[config.mk]
export PLATFORM = sky130hd
export DESIGN_NAME = hrm_inbox
export DESIGN_NICKNAME = d
export VERILOG_FILES = /design/src/rtl/hrm_inbox.sv
export SDC_FILE = /design/constraint.sdc
export NUM_CORES = 1
export LEC_CHECK = 0
export CELL_PAD_IN_SITES_DETAIL_PLACEMENT = 1
export CELL_PAD_IN_SITES_GLOBAL_PLACEMENT = 2
export CORE_MARGIN = 2
export CORE_UTILIZATION = 38
export DETAILED_ROUTE_END_ITERATION = 16
export MAX_ROUTING_LAYER = met4
export PLACE_DENSITY_LB_ADDON = 0.1
export SLEW_MARGIN = 20
export SYNTH_ARGS = -nofsm -noshare
export SYNTH_HDL_FRONTEND = slang
export SYNTH_SLANG_ARGS = --single-unit
[constraint.sdc]
create_clock -name clk -period 2.4 [get_ports clk]
set_input_delay 0.72 -clock clk [delete_from_list [all_inputs] [get_ports clk]]
set_output_delay 0.72 -clock clk [all_outputs]
set_load 0.05 [all_outputs]
[src/rtl/hrm_inbox.sv]
// CPU INBOX mailbox: host-pushed bytes, first-word-fall-through to the CPU,
// with occupancy and sticky overflow/underflow flags for debug.
module hrm_inbox #(
    parameter int unsigned DEPTH_LOG2 = 3,
    parameter int unsigned WIDTH      = 8
) (
    input  logic                  clk,
    input  logic                  i_rst_n,
    input  logic                  cpu_in_wr,
    input  logic [WIDTH-1:0]      cpu_in_data,
    output logic                  cpu_in_full,
    input  logic                  i_pop,
    output logic [WIDTH-1:0]      o_data,
    output logic                  o_empty,
    output logic [DEPTH_LOG2:0]   o_count,
    input  logic                  i_clr,
    output logic                  o_overflow,
    output logic                  o_underflow
);

    localparam int unsigned DEPTH = 1 << DEPTH_LOG2;
    localparam int unsigned CW    = DEPTH_LOG2 + 1;

    logic [WIDTH-1:0]      mem_q [DEPTH];
    logic [DEPTH_LOG2-1:0] wp_q, wp_d;
    logic [DEPTH_LOG2-1:0] rp_q, rp_d;
    logic [CW-1:0]         cnt_q, cnt_d;
    logic                  ovf_q, ovf_d;
    logic                  udf_q, udf_d;
    logic                  full;
    logic                  empty;
    logic                  push_acc;
    logic                  pop_acc;

    assign full  = (cnt_q == CW'(DEPTH));
    assign empty = (cnt_q == CW'(0));

    // Clear wins over any strobe; a full FIFO refuses a push even alongside a pop.
    assign push_acc = cpu_in_wr & ~full  & ~i_clr;
    assign pop_acc  = i_pop     & ~empty & ~i_clr;

    always_comb begin
        wp_d  = wp_q;
        rp_d  = rp_q;
        cnt_d = cnt_q;
        ovf_d = ovf_q;
        udf_d = udf_q;
        if (i_clr) begin
            wp_d  = '0;
            rp_d  = '0;
            cnt_d = '0;
            ovf_d = 1'b0;
            udf_d = 1'b0;
        end else begin
            if (push_acc) wp_d = wp_q + DEPTH_LOG2'(1);
            if (pop_acc)  rp_d = rp_q + DEPTH_LOG2'(1);
            if (cpu_in_wr && full) ovf_d = 1'b1;
            if (i_pop && empty)    udf_d = 1'b1;
            case ({push_acc, pop_acc})
                2'b10:   cnt_d = cnt_q + CW'(1);
                2'b01:   cnt_d = cnt_q - CW'(1);
                default: cnt_d = cnt_q;
            endcase
        end
    end

    always_ff @(posedge clk or negedge i_rst_n) begin
        if (!i_rst_n) begin
            wp_q  <= '0;
            rp_q  <= '0;
            cnt_q <= '0;
            ovf_q <= 1'b0;
            udf_q <= 1'b0;
        end else begin
            wp_q  <= wp_d;
            rp_q  <= rp_d;
            cnt_q <= cnt_d;
            ovf_q <= ovf_d;
            udf_q <= udf_d;
        end
    end

    // Storage carries no reset; stale words are never visible past the pointers.
    always_ff @(posedge clk) begin
        if (push_acc) mem_q[wp_q] <= cpu_in_data;
    end

    assign o_data      = mem_q[rp_q];
    assign o_empty     = empty;
    assign cpu_in_full = full;
    assign o_count     = cnt_q;
    assign o_overflow  = ovf_q;
    assign o_underflow = udf_q;

endmodule

**Word-level counts from Yosys, hierarchy flattened**

Memory sizes are Yosys's and may differ from the RTL's.
Index checks and enable logic that the tools add are counted.

- Bits in writable memories: 64
- Memories: 1
- Bits of input ports: 13
- Logic and storage cells: 40
- Output and inout bits: 16
- Register bits after elaboration: 12

Memory list:

| memory | words | width | read ports | clocked after memory_dff | wr ports | RTL line | source |
|---|---|---|---|---|---|---|---|
| mem_q | 8 | 8 | 1 | 0 | 1 | 24 | `logic [WIDTH-1:0] mem_q [DEPTH];` |

- Reductions and logical operators: 8
- $add $sub $neg: 4
- Eq/ne operators: 3
- Bitwise logic cells: 7
- Multiplexer cells: 12

Operators with widths:

| operator | count |
|---|---|
| $mux W3 | 4 |
| $pmux W4 S2 | 1 |
| $reduce_bool A2 Y1 | 4 |
| $add A3 B1 Y3 const B | 2 |
| $mux W1 | 6 |
| $add A4 B1 Y4 const B | 1 |
| $and A1 B1 Y1 | 4 |
| $eq A4 B4 Y1 const B | 1 |
| $logic_not A4 Y1 | 1 |
| $mux W4 | 1 |
| $sub A4 B1 Y4 const B | 1 |
| $not A1 Y1 | 3 |
| $reduce_bool A3 Y1 | 1 |
| $eq A2 B1 Y1 const B | 1 |
| $eq A2 B2 Y1 const B | 1 |
| $logic_and A1 B1 Y1 | 2 |

**Logic depth before layout (Yosys ltp)**

Gate-level depths: netlist of run 1.

- Word-level depth: 7
- Gate-level depth with buffers: 10
- Depth with buffers taken out: 9

**Worst setup path before layout of run 1**

No wires, ideal clock.

- Path kind: register -> output
- Start: reg cnt_q[1] (netlist: o_count[1])
- End: out o_empty
- Data required time: 1.680 ns
- Arrival time: 2.345 ns
- Path slack: -0.665 ns
- Stages on the path, launching flop included: 3
- Buffers on the path: 1
- Path through: dfrtp_1 > buf_6 > nor4_1

- Longest elaborated chain between the ends: 1

RTL lines:

| element | RTL line | source |
|---|---|---|
| start, declared | 27 | `logic [CW-1:0] cnt_q, cnt_d;` |
| start signal, assigned | 77 | `cnt_q <= cnt_d;` |
| $logic_not A4 Y1 | 36 | `assign empty = (cnt_q == CW'(0));` |
| end, declared | 14 | `output logic o_empty,` |

Every way passes these cells.

**Worst setup path in the final report of run 1**

- Start: reg rp_q[0]
- End: out o_data[3]

- Longest elaborated chain between the ends: 1

RTL lines:

| element | RTL line | source |
|---|---|---|
| start, declared | 26 | `logic [DEPTH_LOG2-1:0] rp_q, rp_d;` |
| start signal, assigned | 76 | `rp_q <= rp_d;` |
| $mem_v2 Z8 W8 | - |  |
| end, declared | 13 | `output logic [WIDTH-1:0] o_data,` |

Every way passes these cells.

==> results of run 1 <==
layout by cell type, fill, tap and decap left out, types with 2 or more instances in the layout:
master / Yosys / routed
clkbuf_8: 0 / 9
edfxtp_1: 64 / 64
nor3_1: 4 / 4
mux4_2: 16 / 16
xor2_1: 3 / 3
nor2_1: 16 / 15
xnor2_1: 3 / 3
clkinvlp_4: 0 / 2
buf_4: 0 / 24
buf_8: 0 / 6
buf_6: 1 / 5
mux2_4: 0 / 4
dfrtp_1: 12 / 7
clkdlybuf4s50_1: 0 / 15
nand2b_1: 2 / 2
buf_12: 0 / 4
mux2_2: 8 / 4
clkinv_2: 0 / 2
a21oi_1: 5 / 5
dfrtp_2: 0 / 5
nand2_1: 10 / 10
ha_1: 4 / 2
state kept, by name, summed over array words and instances, names as in the netlist:
register     flops
rp_q             3
mem_q           64
o_underflow      1
o_count          4
wp_q             3
o_overflow       1
cells by family after synthesis:
kind of cell | count (synthesis) | share of synthesized area, %
DFF | 76 | 70.6
muxes | 24 | 14.3
and+or+nand+nor | 42 | 7.19
adders and majority gates | 4 | 1.59
xor gates and xnor gates | 6 | 1.67
AOI/OAI and AO/OA | 13 | 3.30
buffers and inverters | 9 | 1.39
how the worst min path moves through the flow:
stage | start | to | slack (ps) | cells past startpoint
3_3_place_gp | o_underflow | o_underflow | 480 | 2
4_1_cts | o_overflow | o_overflow | 510 | 2
6_report | o_overflow | o_overflow | 500 | 2
2_1_floorplan | i_rst_n | o_count[0] | 420 | 0
5_1_grt | o_overflow | o_overflow | 550 | 2
3_5_place_dp | o_overflow | o_overflow | 490 | 2
layer usage:
metal | vias up | wire [µm] | track usage [%]
met5 | - | 0 | -
met2 | 27 | 3580 | 28.2
met3 | 6 | 169 | 4.98
li1 | 801 | - | -
met1 | 929 | 3000 | 22.3
met4 | 0 | 72 | 4.71
cell type report:
class / instances / area share [%]
clock buffer: 10 / 3.13
clock inverter: 6 / 1.56
inverter: 1 / 0.0921
multi-input combinational: 89 / 23.4
sequential: 76 / 54.6
tap: 105 / 3.22
timing repair buffer: 55 / 14.0
critical path: cells and delay by family, from the launching register on:
family	cells	cell delay [ps]
flops	1	420
mux	2	790
buf+inv	2	310
through the flow:
step | instances | hold WS (ps)
6_report | 342 | 503
5_1_grt | 342 | 547
4_1_cts | 344 | 514
3_5_place_dp | 324 | 492
3_3_place_gp | 324 | 480
2_1_floorplan | 174 | 424
where the power goes:
group / internal [µW] / leakage (µW) / switching (µW) / total [µW]
logic: 867 / 0.000589 / 958 / 1820
registers: 1530 / 0.000732 / 138 / 1670
clock network: 480 / 0.0000927 / 463 / 944
timing repair:
action / 4_1_cts / 5_1_grt
buffers inserted: 3 / 0
gates resized for setup: 19 / 6
cloned: 1 / 0
endpoints found under the setup margin: 8 / 10
==> results.yml, run 1 <==
placement:
  dp_hpwl_um: 4700
  gp_congestion: 0.775
  dpl_cell_area_um2: 3800
  numPortBuffers: 28
  place_ws_ps: -272
detailed_routing:
  via_per_inst: 5.15
  drc_errors: 0
  wl_per_cell_um: 20.0
  drtIter0Drc: 40
  vias: 1763
  wl_um: 6820
  dr.pass1.iters: 4
  ant_nets: 0
critical_path:
  slowest_delay_ps: 500
  crit_required_ps: 1680
  crit_end: "o_data[3]"
  path_class: "flop to output port"
  crit_start: "rp_q[0]"
  regToRegEndpoint: "o_count[3]"
  cpMostUsedCell: "buf_8"
  critPathSlowestCell: "mux4_2"
  end_kind: "output port"
  path_cells: "buf_8 > mux4_2 > mux2_4 > buf_8"
  critical_path_arrival_ps: 1860
  timing.rr.start: "o_count[1]"
  worstRegToRegCells: 9
  crit_path_start_kind: "flop"
  r2r_slack_ps: 260
  cp_max_fo: 6
logic_synthesis:
  netlist_area_um2: 3150
  synth-seq-area-share_pct: 70.6
  synth.distinct_cells: 34
  yosys-top-cells-area: "edfxtp_1 61%, mux4_2 11%, dfrtp_1 9.5%"
  postSynthCellCount: 174
  synth.most_common_cell: "edfxtp_1"
  yosys_register_bits: 76
  synth_flop_cell: "edfxtp_1"
  syn_area_per_cell_um2: 18.1
  yosysWarnings: 0
  synthArstFlopShare_pct: 15.8
  synthTopCellsByCount: "64 x edfxtp_1, 16 x mux4_2, 16 x nor2_1"
  synth_edf_count: 64
  syn-num-nets: 191
  synth_top_area_share_pct: 61.0
  synth_top_area_cell: "edfxtp_1"
hold_path:
  hold_path_class: "flop to flop"
clock_network:
  cts_buffers: 9
  cts_root_buffer: "clkbuf_8"
  clock_path_buffers: 2
  h-tree-depth: 3
  path_clk_slew_ps: 70
  cts_sinks: 76
  clock_latency_ps: 340
  hold_buffers: 0
  cts_tree: "built"
timing:
  final_hold_viol_count: 0
  final_max_slew_viol_count: 0
  max_freq_ghz: 0.387
  setup_viol: 8
  rsz0062_at_grt: "yes"
  min_period_ps: 2580
  setup_tns_ps: -1380
  period_share_pct: 108
  slew_headroom_pct: 58.2
  tightest_slew_ps: 625
  final.setup.worst_slack_ps: -184
  fin_skew_ps: 9.70
run_status:
  status: "complete, but fails checks"
  violations: "setup timing"
final_layout:
  multi_input_area_um2: 953
  antenna_cells: 0
  seqCellArea_um2: 2230
  final_area_um2: 4080
  nNetsFinal: 249
  fillers: 765
  syn2layout_area_growth_pct: 29.5
  final_util_pct: 50.1
  drive_above_1_share_pct: 40.9
die:
  dieArea_um2: 9030
  die_y_um: 95.0
  io_pins: 29
  core_area_um2: 8130
  die_x_um: 95.0
  rows: 33
  start_util_pct: 38.7
global_route:
  grt_overflow_total: 0
  grt_pass1_wl_um: 10900
  grt_pass1_vias: 1973
  grt_start_max_net_pins: 17
  antenna_found_initial: 0
  grt.total_usage_pct: 17.6
power:
  totalPowerFinal_uw: 4440
  ir_worst_vdd_mv: 0.390
  p_per_area_nw_per_um2: 1090
  p_leak_uw: 0.00141
job:
  maxCapViolCount: 0
Note: power is estimated with default switching activity, not from simulation.
==> run 2: changes to the inputs <==
Settings changed: PLACE_DENSITY set to 0.81, PLACE_DENSITY_LB_ADDON 0.1 to not set.
==> run 2 against run 1 <==
Against the previous run:
- the flow still finishes with violations (setup timing)
- sequential power barely moved
- utilization barely moved
- global-route usage fell by 0.35 points
- maximum frequency fell by 2.5%
- critical endpoint is now o_data[7]
- largest cell class unchanged
- largest power group unchanged
- highest routed layer unchanged
==> results.yml, run 2 (synthesis gave the netlist of run 1 again) <==
clock_network:
  path_clk_slew_ps: 80
  clock_latency_ps: 350
  clock_path_buffers: 2
  cts_root_buffer: "clkbuf_8"
  cts_sinks: 76
  h-tree-depth: 3
  cts_tree: "built"
  cts_buffers: 9
critical_path:
  cp_num_buf_inv: 3
  crit_start: "rp_q[0]"
  critical_path_arrival_ps: 1930
  critPathSlowestCell: "mux4_2"
  slowest_delay_ps: 480
  path_cells: "buf_6 > clkbuf_16 > mux4_2 > mux2_4 > buf_6"
  cpMostUsedCell: "buf_6"
  crit_path_start_kind: "flop"
  timing.rr.start: "o_count[1]"
  crit_required_ps: 1680
  end_kind: "output port"
  path_class: "flop to output port"
  cp_max_fo: 4
  cpLargestDelayFamily: "multiplexers"
die:
  die_x_um: 95.0
  start_util_pct: 38.7
  core_area_um2: 8130
  rows: 33
  io_pins: 29
  dieArea_um2: 9030
  die_y_um: 95.0
final_layout:
  final_cell_mix: "64 x edfxtp_1, 26 x buf_4, 16 x mux4_2, 15 x nor2_1, 15 x clkdlybuf4s50_1"
  antenna_cells: 0
  drive_above_1_share_pct: 42.0
  nNetsFinal: 250
  final_util_pct: 50.1
  fillers: 759
  top_register: "mem_q"
  multi_input_area_um2: 951
  syn2layout_area_growth_pct: 29.4
  largest_reg_flops: 64
  seqCellArea_um2: 2230
  final_common_cell: "edfxtp_1"
power:
  combPwrFrac_pct: 40.9
  p_per_area_nw_per_um2: 1110
  p_seq_share_pct: 37.0
  p_int_uw: 2900
  p_sw_uw: 1600
  p_leak_uw: 0.00141
  p_clk_share_pct: 22.1
  power_switching_share_pct: 35.6
  ir_worst_vdd_mv: 0.337
global_route:
  grt_pass1_vias: 1899
  grt.total_usage_pct: 17.3
  antenna_found_initial: 0
  grt_pass1_wl_um: 10500
  grt_start_max_net_pins: 16
  grt_overflow_total: 0
timing:
  max_freq_ghz: 0.377
  final_max_slew_viol_count: 0
  fin_skew_ps: 9.97
  rsz0062_at_grt: "yes"
  tightest_slew_ps: 572
  setup_viol: 8
  final.setup.worst_slack_ps: -251
  final_hold_viol_count: 0
  whs_ps: 512
  slew_headroom_pct: 61.7
  period_share_pct: 110
  min_period_ps: 2650
placement:
  numPortBuffers: 28
  dp_hpwl_um: 4410
  gp_congestion: 0.733
detailed_routing:
  wl_per_cell_um: 19.6
  drc_errors: 0
  via_per_inst: 5.23
  ant_nets: 0
  drtIter0Drc: 67
  dr.pass1.iters: 4
  vias: 1793
  wl_um: 6730
job:
  maxCapViolCount: 0
hold_path:
  hold_start: "o_underflow"
  hold_path_class: "flop to flop"
run_status:
  status: "complete, but fails checks"
  violations: "setup timing"
[run 2: cell count changes in the layout (fill, tap and decap cells not counted), sizes merged]
cell | previous run | this run
clkinv | 2 | 1
clkinvlp | 2 | 1
dlygate4sd2 | 0 | 1
dlymetal6s2s | 1 | 0
inv | 2 | 5
[run 2: cell type report]
| class | count | area share, % |
|---|---|---|
| Tap cell | 105 | 3.22 |
| Multi-Input combinational cell | 89 | 23.3 |
| Clock inverter | 7 | 2.00 |
| Timing Repair Buffer | 56 | 13.6 |
| Clock buffer | 9 | 3.04 |
| Sequential cell | 76 | 54.7 |
| Inverter | 1 | 0.0921 |
[run 2: worst paths after layout]
kind                          endpoint  slack (ps)  cells after the start
min                        o_underflow         510                      2
min reg2reg                o_underflow         510                      2
max in group asynchronous      rp_q[0]        1260                      1
max                          o_data[7]        -250                      5
min in group asynchronous  o_underflow         730                      1
max reg2reg                 o_count[3]         270                      9
[run 2: layer usage]
layer	up-vias	wire, µm	GRT usage, %	part of all wire [%]
li1	806	-	-	-
met1	947	3110	21.8	46
met2	28	3340	26.8	50
met3	12	130	3.40	1.9
met4	0	145	8.70	2.2
met5	-	0	-	0
[run 2: worst register-to-register path, cell delays in order (launching register included)]
cell	delay, ps
dfrtp_2	520
o41a_1	430
o21ai_2	90
nor2_2	90
ha_4	300
nand2_1	60
o31ai_2	210
o22ai_2	110
xnor2_1	170
nor2_1	50
[run 2: through the flow]
step                std cells  power [µW]  setup WS (ps)  TNS (ps)  cell area, µm²
finish                    343        4510           -251     -1720            4080
floorplan                 174        2830           -390     -1060            3210
global route              343        4720           -297     -2240            4080
CTS                       343        4540           -267     -2040            4060
detailed placement        323        3390           -209     -2430            3770
global placement          323        3340           -133     -1370            3770
[run 2: power by group through the flow]
stage          registers (µW)  logic, µW  clock network [µW]
2_1_floorplan            1770       1060                   0
3_3_place_gp             1680       1660                   0
3_5_place_dp             1690       1700                   0
4_1_cts                  1660       1860                1030
5_1_grt                  1680       1960                1070
6_report                 1670       1840                 995
[run 2: repair_timing]
action	CTS	global route
endpoints found under the hold margin	0	0
setup buffers	3	0
gates resized for setup	12	5
cloned	1	1
hold buffers	0	0
endpoints found under the setup margin	9	8
pin swaps	0	0
==> run 3: changes to the inputs <==
--- a/config.mk
+++ b/config.mk
@@ -6,11 +6,12 @@
 export NUM_CORES = 1
 export LEC_CHECK = 0
+export CAP_MARGIN = 15
 export CELL_PAD_IN_SITES_DETAIL_PLACEMENT = 1
-export CELL_PAD_IN_SITES_GLOBAL_PLACEMENT = 2
+export CELL_PAD_IN_SITES_GLOBAL_PLACEMENT = 1
 export CORE_MARGIN = 2
-export CORE_UTILIZATION = 38
+export CORE_UTILIZATION = 44
 export DETAILED_ROUTE_END_ITERATION = 16
 export MAX_ROUTING_LAYER = met4
-export PLACE_DENSITY = 0.81
+export PLACE_DENSITY = 0.82
 export SLEW_MARGIN = 20
 export SYNTH_ARGS = -nofsm -noshare
==> constraint.sdc (replaced) <==
create_clock -name clk -period 2.4 [get_ports clk]
set_input_delay 0.24 -clock clk [delete_from_list [all_inputs] [get_ports clk]]
set_output_delay 0.24 -clock clk [all_outputs]
set_load 0.05 [all_outputs]
==> run 3 against run 2 <==
Against the previous run:
- the run now ends clean
- hold slack lost 270 ps
- die area decreased by 13%
- via count is 3.3% lower
- non-clock buffer count fell by 8
- maximum frequency grew 14%
- clock skew grew 2.0 ps
- register-to-register slack about the same
- global-route usage grew 1.8 points
- first-iteration DRC count grew 39%
- critical endpoint is now o_empty
- largest cell class unchanged
==> results.yml, run 3 (synthesis gave the netlist of run 1 again) <==
final_layout:
  final_area_um2: 3880
  top_register: "mem_q"
  multi_input_area_um2: 927
  final_util_pct: 56.6
  syn2layout_area_growth_pct: 23.4
  seqCellArea_um2: 2230
  drive_above_1_share_pct: 37.4
  final_common_cell: "edfxtp_1"
  final_cell_mix: "64 x edfxtp_1, 29 x buf_4, 19 x clkdlybuf4s50_1, 16 x mux4_2, 15 x nor2_1"
  antenna_cells: 0
  largest_reg_flops: 64
  fillers: 629
  nNetsFinal: 242
detailed_routing:
  drc_errors: 0
  wl_per_cell_um: 19.8
  dr.pass1.iters: 4
  ant_nets: 0
  drtIter0Drc: 93
  vias: 1734
  via_per_inst: 5.32
  wl_um: 6450
timing:
  final_max_slew_viol_count: 0
  final_hold_viol_count: 0
  tightest_slew_ps: 564
  slew_headroom_pct: 62.3
  rsz0062_at_grt: "no"
  final.setup.worst_slack_ps: 72.2
  fin_skew_ps: 12.0
  max_freq_ghz: 0.430
  min_period_ps: 2330
  setup_tns_ps: 0
  setup_viol: 0
  period_share_pct: 97.0
critical_path:
  critPathSlowestCell: "clkdlybuf4s50_1"
  path_cells: "nor4_1 > clkdlybuf4s50_1"
  crit_path_start_kind: "flop"
  critical_path_arrival_ps: 2090
  cp_max_fo: 10
  slowest_delay_ps: 870
  path_class: "flop to output port"
  end_kind: "output port"
  crit_required_ps: 2160
placement:
  dp_hpwl_um: 4330
  dpl_cell_area_um2: 3690
  place_ws_ps: 161
  numPortBuffers: 28
  gp_congestion: 0.801
power:
  ir_worst_vdd_mv: 0.525
  p_leak_uw: 0.00132
  p_per_area_nw_per_um2: 1090
global_route:
  grt.busiest_layer: "met2"
  grt_overflow_total: 0
  grtUsageMet2_pct: 30.0
  grtUsageMet3_pct: 3.36
  grt_start_max_net_pins: 15
  grt.total_usage_pct: 19.0
  antenna_found_initial: 0
  gr-usage-met1_pct: 24.6
  grt_pass1_vias: 1911
  grt_pass1_wl_um: 10300
clock_network:
  cts_tree: "built"
  cts_setup_buffers: 0
  cts_buffers: 9
  hold_buffers: 0
  clock_latency_ps: 350
  cts_sinks: 76
  cts_root_buffer: "clkbuf_8"
  h-tree-depth: 3
  clock_path_buffers: 2
  cts_resized: 0
  path_clk_slew_ps: 90
hold_path:
  hold_path_class: "input port to asynchronous set/reset pin"
job:
  maxCapViolCount: 0
die:
  core_area_um2: 6870
  die_y_um: 88.6
  start_util_pct: 45.8
  die_x_um: 88.6
  io_pins: 29
  rows: 30
  dieArea_um2: 7850
run_status:
  status: "complete, no violations"
## run 3: changes by cell type in the layout (fill, tap and decap cells not counted), moves of 2 or more
cell	change
inv_6	-3
nor4_2	-2
buf_12	-3
mux2_4	-3
clkinv_2	+2
buf_6	-9
mux2_2	+3
nor4_1	+2
buf_4	+3
clkdlybuf4s50_1	+4
clkinv_4	+2
## run 3: where the power goes
group | switching [µW] | leakage (µW) | internal (µW) | total [µW]
combinational | 900 | 0.000486 | 669 | 1570
clock | 496 | 0.000104 | 485 | 982
sequential | 139 | 0.000734 | 1530 | 1670
total | 1540 | 0.00132 | 2680 | 4220
## run 3: final timing paths
| check | to | depth (start not counted) | startpoint | slack [ps] |
|---|---|---|---|---|
| max | o_empty | 2 | o_count[1] | 70 |
| min | rp_q[1] | 1 | i_rst_n | 240 |
| max reg2reg | o_count[2] | 7 | o_count[1] | 270 |
| min reg2reg | o_overflow | 2 | o_overflow | 540 |
| max in group asynchronous | o_count[1] | 1 | i_rst_n | 1750 |
| min in group clk | o_overflow | 2 | o_overflow | 540 |
## run 3: layout make-up
class,count,area share [%]
Clock inverter,7,1.93
Multi-Input combinational cell,89,23.9
Timing Repair Buffer,48,10.5
Clock buffer,9,3.19
Tap cell,96,3.09
Inverter,1,0.0966
Sequential cell,76,57.3
## run 3: stage by stage
| stage | std cells | hold WS [ps] | total power (µW) |
|---|---|---|---|
| 6_report | 326 | 243 | 4220 |
| 5_1_grt | 326 | 288 | 4400 |
| 4_1_cts | 326 | 251 | 4250 |
| 3_5_place_dp | 310 | 531 | 3270 |
| 3_3_place_gp | 310 | 483 | 3220 |
| 2_1_floorplan | 174 | -55.6 | 2810 |
## run 3: worst max-delay path, delay by kind of cell, from the launching register on
family	cells	cell delay [ps]
buf+inv	1	870
flops	1	520
simple gates	1	350
## run 3: metal layers
layer | part of all wire, % | wire length (µm) | vias to the layer above
li1 | - | - | 789
met2 | 49 | 3190 | 37
met5 | 0 | 0 | -
met1 | 45 | 2890 | 896
met4 | 2.0 | 132 | 0
met3 | 3.7 | 237 | 12
